<file path="src/rtl/tmds_serializer_pkg.sv">
// Shared TMDS constants: symbol width, pixel phases, control symbols and channel indices.
package tmds_serializer_pkg;

   localparam int TMDS_SYM_W = 10;
   localparam int PHASES     = 5;

   localparam logic [TMDS_SYM_W-1:0] CTRL_00 = 10'b1101010100;
   localparam logic [TMDS_SYM_W-1:0] CTRL_01 = 10'b0010101011;
   localparam logic [TMDS_SYM_W-1:0] CTRL_10 = 10'b0101010100;
   localparam logic [TMDS_SYM_W-1:0] CTRL_11 = 10'b1010101011;

   localparam int CH_B = 0;
   localparam int CH_G = 1;
   localparam int CH_R = 2;

   localparam logic [2:0] LAST_PHASE = 3'(PHASES - 1);

   // Mod-5 successor of the bit-pair phase.
   function automatic logic [2:0] phase_next(input logic [2:0] p);
      return (p == LAST_PHASE) ? 3'd0 : p + 3'd1;
   endfunction

endpackage

</file>
<file path="src/rtl/tmds_shift10.sv">
// One TMDS channel: 10-bit symbol register that loads a symbol and then emits two bits per clock.
module tmds_shift10
   import tmds_serializer_pkg::*;
(
   input  logic                  clki,
   input  logic                  rst,
   input  logic                  load,
   input  logic [TMDS_SYM_W-1:0] din,
   output logic                  rise,
   output logic                  fall
);

   logic [TMDS_SYM_W-1:0] sr;

   always_ff @(posedge clki or posedge rst) begin
      if (rst)
         sr <= '0;
      else if (load)
         sr <= din;
      else
         sr <= {2'b00, sr[TMDS_SYM_W-1:2]};
   end

   assign rise = sr[0];
   assign fall = sr[1];

endmodule

</file>
<file path="src/rtl/tmds_serializer.sv">
// TMDS 10:1 serializer on the bit clock: one symbol set per 5-cycle pixel, LSB-first DDR bit pairs.
module tmds_serializer
   import tmds_serializer_pkg::*;
#(
   parameter int                    NCH      = 3,
   parameter logic [TMDS_SYM_W-1:0] FILL_SYM = CTRL_00
)
(
   input  logic                      clki,
   input  logic                      rst,
   input  logic                      align,
   input  logic [TMDS_SYM_W*NCH-1:0] sym_data,
   input  logic                      sym_valid,
   output logic                      sym_ready,
   output logic [NCH-1:0]            ddr_rise,
   output logic [NCH-1:0]            ddr_fall,
   output logic [2:0]                phase,
   output logic                      underflow,
   input  logic                      underflow_clr
);

   logic load;

   // An align request steals the load slot, so the shifters keep draining instead.
   assign sym_ready = (phase == LAST_PHASE) && !align;
   assign load      = sym_ready;

   always_ff @(posedge clki or posedge rst) begin
      if (rst)
         phase <= 3'd0;
      else if (align)
         phase <= 3'd0;
      else
         phase <= phase_next(phase);
   end

   // Set takes priority over clear so a miss on the clearing edge is not lost.
   always_ff @(posedge clki or posedge rst) begin
      if (rst)
         underflow <= 1'b0;
      else if (load && !sym_valid)
         underflow <= 1'b1;
      else if (underflow_clr)
         underflow <= 1'b0;
   end

   for (genvar k = 0; k < NCH; k++) begin : g_ch
      logic [TMDS_SYM_W-1:0] din;

      assign din = sym_valid ? sym_data[TMDS_SYM_W*k +: TMDS_SYM_W] : FILL_SYM;

      tmds_shift10 u_shift (
         .clki (clki),
         .rst  (rst),
         .load (load),
         .din  (din),
         .rise (ddr_rise[k]),
         .fall (ddr_fall[k])
      );
   end

endmodule
</file>
<file path="config.mk">
export PLATFORM = sky130hd
export DESIGN_NAME = tmds_serializer
export DESIGN_NICKNAME = d
export VERILOG_FILES = /design/src/rtl/tmds_serializer_pkg.sv /design/src/rtl/tmds_shift10.sv /design/src/rtl/tmds_serializer.sv
export SDC_FILE = /design/constraint.sdc
export NUM_CORES = 1
export LEC_CHECK = 0
export ABC_AREA = 1
export CAP_MARGIN = 0
export CORE_ASPECT_RATIO = 1.25
export CORE_MARGIN = 2
export CORE_UTILIZATION = 46
export DETAILED_ROUTE_END_ITERATION = 8
export PLACE_DENSITY = 0.78
export SYNTH_ARGS = -nofsm -noshare
export SYNTH_HDL_FRONTEND = slang
export SYNTH_SLANG_ARGS = --single-unit
</file>
<file path="constraint.sdc">
create_clock -name clki -period 1.55 [get_ports clki]
set_input_delay 0.2325 -clock clki [delete_from_list [all_inputs] [get_ports clki]]
set_output_delay 0.2325 -clock clki [all_outputs]
set_load 0.01 [all_outputs]
</file>
### Word-level counts from Yosys, hierarchy flattened

Index checks and enable logic that the tools add are counted.

| storage, ports and cells | value |
|---|---|
| flip-flop bits (word level) | 34 |
| input port bits | 35 |
| logic and storage cells | 22 |

| cells by class | value |
|---|---|
| add/sub/neg operators | 1 |
| equality and inequality tests | 1 |
| mux-type cells | 10 |
| reductions and logical operators | 5 |

Operators by type and width:

| cell | number |
|---|---|
| $mux 10 | 6 |
| $mux 3 | 2 |
| $add 3x1->3 const B | 1 |
| $eq 3x3->1 const B | 1 |
| $logic_and 1x1->1 | 2 |
| $logic_not 1->1 | 2 |
| $mux 1 | 2 |
| $reduce_bool 2->1 | 1 |

### Logic depth before layout (Yosys ltp)

| depth | value |
|---|---|
| depth after elaboration | 4 |
| mapped depth | 7 |
| mapped depth without buffers | 6 |

### By module

Synthesis repeated with hierarchy kept, for this count alone.

| unflattened totals | value |
|---|---|
| cells, all modules | 197 |
| area, all modules | 1549.0 um2 |

By module, submodules not included:

| module | instances | cells an instance | area an instance (um2) | seq. area each (um2) |
|---|---|---|---|---|
| tmds_shift10 | 3 | 41 | 370.4 | 250.2 |
| tmds_serializer | 1 | 74 | 437.9 | 100.1 |

### Least setup slack after synthesis

No wires, ideal clock.

| path | value |
|---|---|
| kind | reg-to-output |
| start point | register phase[0] |
| end point | output port sym_ready |
| data arrival time | 1041 ps |
| required time | 1317 ps |
| setup slack | 276 ps |
| stages on the path, launching flop included | 6 |
| buffers on the path | 1 |
| cell sequence | dfrtp_1 -> inv_1 -> ha_1 -> nand2_2 -> nor2_4 -> buf_6 |

| on the way | value |
|---|---|
| cells in the longest elaborated chain, start to end | 2 |

Ends and longest elaborated chain:

| item | RTL line | text |
|---|---|---|
| start, declared | tmds_serializer.sv:17 | `output logic [2:0] phase,` |
| start signal, assigned | tmds_serializer.sv:34 | `phase <= phase_next(phase);` |
| $eq 3x3->1 | tmds_serializer.sv:25 | `assign sym_ready = (phase == LAST_PHASE) && !align;` |
| $logic_and 1x1->1 | tmds_serializer.sv:25 |  |
| end, declared | tmds_serializer.sv:14 | `output logic sym_ready,` |

No other way between the ends.

### Final worst setup path

| path | value |
|---|---|
| start point | register phase[1] |
| end point | output port phase[1] |

No word-level cell between the ends.

==> flow_summary.toml <==
[timing]
maxSlewViolCount = 0
finClkSkew_ns = 0.00788
tightest_slew_ns = 0.432
fmax_ghz = 0.664
hold_violations = 0
rsz0062_at_grt = "false"
slew_headroom_pct = 71.2
min_period_ns = 1.51
setup_viol = 0
post-route-period-util_pct = 97.1

[cells_and_area]
final.fill_count = 275
instances_no_fill = 287
antenna_cells = 0
drive_gt1_share_pct = 8.40
seqCellArea_um2 = 852
final_area_mm2 = 0.00212
fin_nets = 286
area_growth_pct = 35.7
multi_input_area_um2 = 493

[logic_synthesis]
synth.net_count = 240
yosysTopAreaCellShare_pct = 54.4
ys_ff_latch = 34
ys_warn_count = 0
syn_inst = 203
syn-cell-area_mm2 = 0.00157
synthFlopType = "dfrtp_1"
yosysMostFrequentCell = "nand2_1"
ys_seq_area_share_pct = 54.4
async_flop_share_pct = 100
yosys.area.top_type = "dfrtp_1"
avgSynthCellArea_um2 = 7.71
synth.distinct_cells = 12
synth_commonest_cells = "101 x nand2_1, 34 x dfrtp_1, 33 x inv_1"
synth.area.top_cells = "dfrtp_1 54%, nand2_1 24%, inv_1 7.9%"
synth-edff-count = 0

[placement]
port_buffers = 45
post-dp-hpwl_um = 1980
place.gp.congestion = 0.697
dpl_cell_area_mm2 = 0.00203
dp_cells = 279

[critical_path]
r2r-end = "g_ch[1].u_shift.sr[5]"
slowest_stage = "clkdlybuf4s50_1"
cp.arrival_ns = 1.27
cp_top_family = "buffers and inverters"
r2r_slack_ns = 0.23
r2r_cells = 7
startpoint_type = "register"
worst_setup_path_end_kind = "output port"
cp_num_buf_inv = 2
crit_required_ns = 1.32
r2r_start = "phase[1]"
max_stage_delay_ns = 0.52
cp_max_fo = 2
crit_chain = "buf_4, clkdlybuf4s50_1"
path_class = "reg2out"

[clock_tree]
tritoncts = "done"
clockBufferDepth = 2
insertion_delay_ns = 0.29
post-cts-setup-buffers = 0
cts.sinks = 34
cts_root_buf = "clkbuf_8"
cts_max_level = 2
clkTransAtPathRegs_ns = 0.07
cts-buffers-inserted = 5

[grt]
grt-ovfl-total = 0
grt_pass1_vias = 1242
grt_max_degree = 35
antenna_found_initial = 0
grt_use_total_pct = 17.7
grt_first_pass_wirelength_um = 5330

[route]
firstDrtPassIters = 4
drc = 0
vias = 1275
drt-total-wl_um = 2940
wl_per_cell_um = 10.3
final_antenna_net_count = 0
vias_per_cell = 4.44
drtIter0Drc = 29

[die]
io_pins = 46
dieArea_mm2 = 0.00389
fp.dieW_um = 56.2
core-area_mm2 = 0.00322
die_height_um = 69.2
initial_utilization_pct = 48.6
fp-row-count = 23

[power]
p_leak_uw = 0.00125
peakVddDrop_v = 0.000748
power_density_mw_per_mm2 = 886

[hold_path]
min_path_type = "in2async"

[flow_run]
drv_cap = 0

[outcome]
status = "finished, final reports clean"
stage by stage:
stage | setup slack, ns | hold WS [ns] | power [uW] | TNS (ns) | utilization (%)
after floorplan | 0.276 | 0.298 | 1080 | 0 | -
after global placement | -0.0967 | 0.428 | 1220 | -0.0967 | 63.1
after detailed placement | -0.0988 | 0.437 | 1230 | -0.0988 | 63.1
after CTS | 0.0170 | 0.349 | 1910 | 0 | 65.8
after global routing | 0.00359 | 0.410 | 1980 | 0 | 65.9
final | 0.0442 | 0.330 | 1880 | 0 | 65.9
worst max-delay path by stage:
stage,from,to,slack [ns],depth (start not counted)
floorplan,phase[0],sym_ready,0.28,5
global placement,align,sym_ready,-0.1,3
detailed placement,align,sym_ready,-0.1,3
CTS,phase[1],phase[1],0.02,2
global route,phase[1],phase[1],0.004,2
finish,phase[1],phase[1],0.04,2
tightest hold or removal path: cells and delay by family:
kind / cells / cell delay [ns]
buf+inv: 3 / 0.81
layout by cell type, fill, tap and decap left out:
cell,synthesis,final
clkinv_2,0,1
ha_2,0,1
nor2_1,14,14
buf_4,7,7
nand2_2,2,2
nor2_4,1,1
clkbuf_1,0,1
clkdlybuf4s50_1,0,44
ha_1,2,1
nand3_1,1,1
a21oi_1,1,1
buf_12,0,1
buf_2,5,1
dfrtp_1,34,33
inv_1,33,33
dfrtp_2,0,1
clkbuf_8,0,6
nand2_1,101,101
repair_timing:
| item | 4_1_cts | 5_1_grt |
|---|---|---|
| pin swaps | 0 | 0 |
| resized for setup | 4 | 2 |
| endpoints found under the setup margin | 1 | 2 |
| hold buffers | 0 | 0 |
power by group:
group	switching, uW	total [uW]	internal [uW]
sequential	13.9	940	926
combinational	117	272	155
clock	314	672	358
cell families (layout without fill, tap and decap cells):
family | count (synthesis) | after routing | synth area share, %
flip-flops | 34 | 34 | 54.4
AND/OR/NAND/NOR | 119 | 119 | 29.4
AO/OA/AOI/OAI | 1 | 1 | 0.319
adder cells (fa/ha/maj) | 2 | 2 | 1.60
buffers and inverters | 47 | 94 | 14.3
layout make-up:
| cell class | count | area share [%] |
|---|---|---|
| timing repair buffer | 53 | 24.4 |
| clock inverter | 1 | 0.236 |
| multi-input combinational | 122 | 23.2 |
| clock buffer | 7 | 4.06 |
| inverter | 33 | 5.83 |
| sequential | 34 | 40.1 |
| tap | 37 | 2.18 |
sequential cells by signal, indices dropped and copies added, names as in the netlist:
register,cells
phase,3
g_ch.u_shift.sr,30
underflow,1
per-layer routing:
layer / global-route usage (%) / part of all wire (%) / wire [um] / up-vias
met5: 0 / 0 / 0 / -
met3: 6.90 / 6.0 / 178 / 6
met1: 20.5 / 42 / 1230 / 571
met2: 28.0 / 50 / 1470 / 42
met4: 9.52 / 2.3 / 69 / 0
li1: - / - / - / 656
No activity file was read; power rests on OpenSTA's default activity.
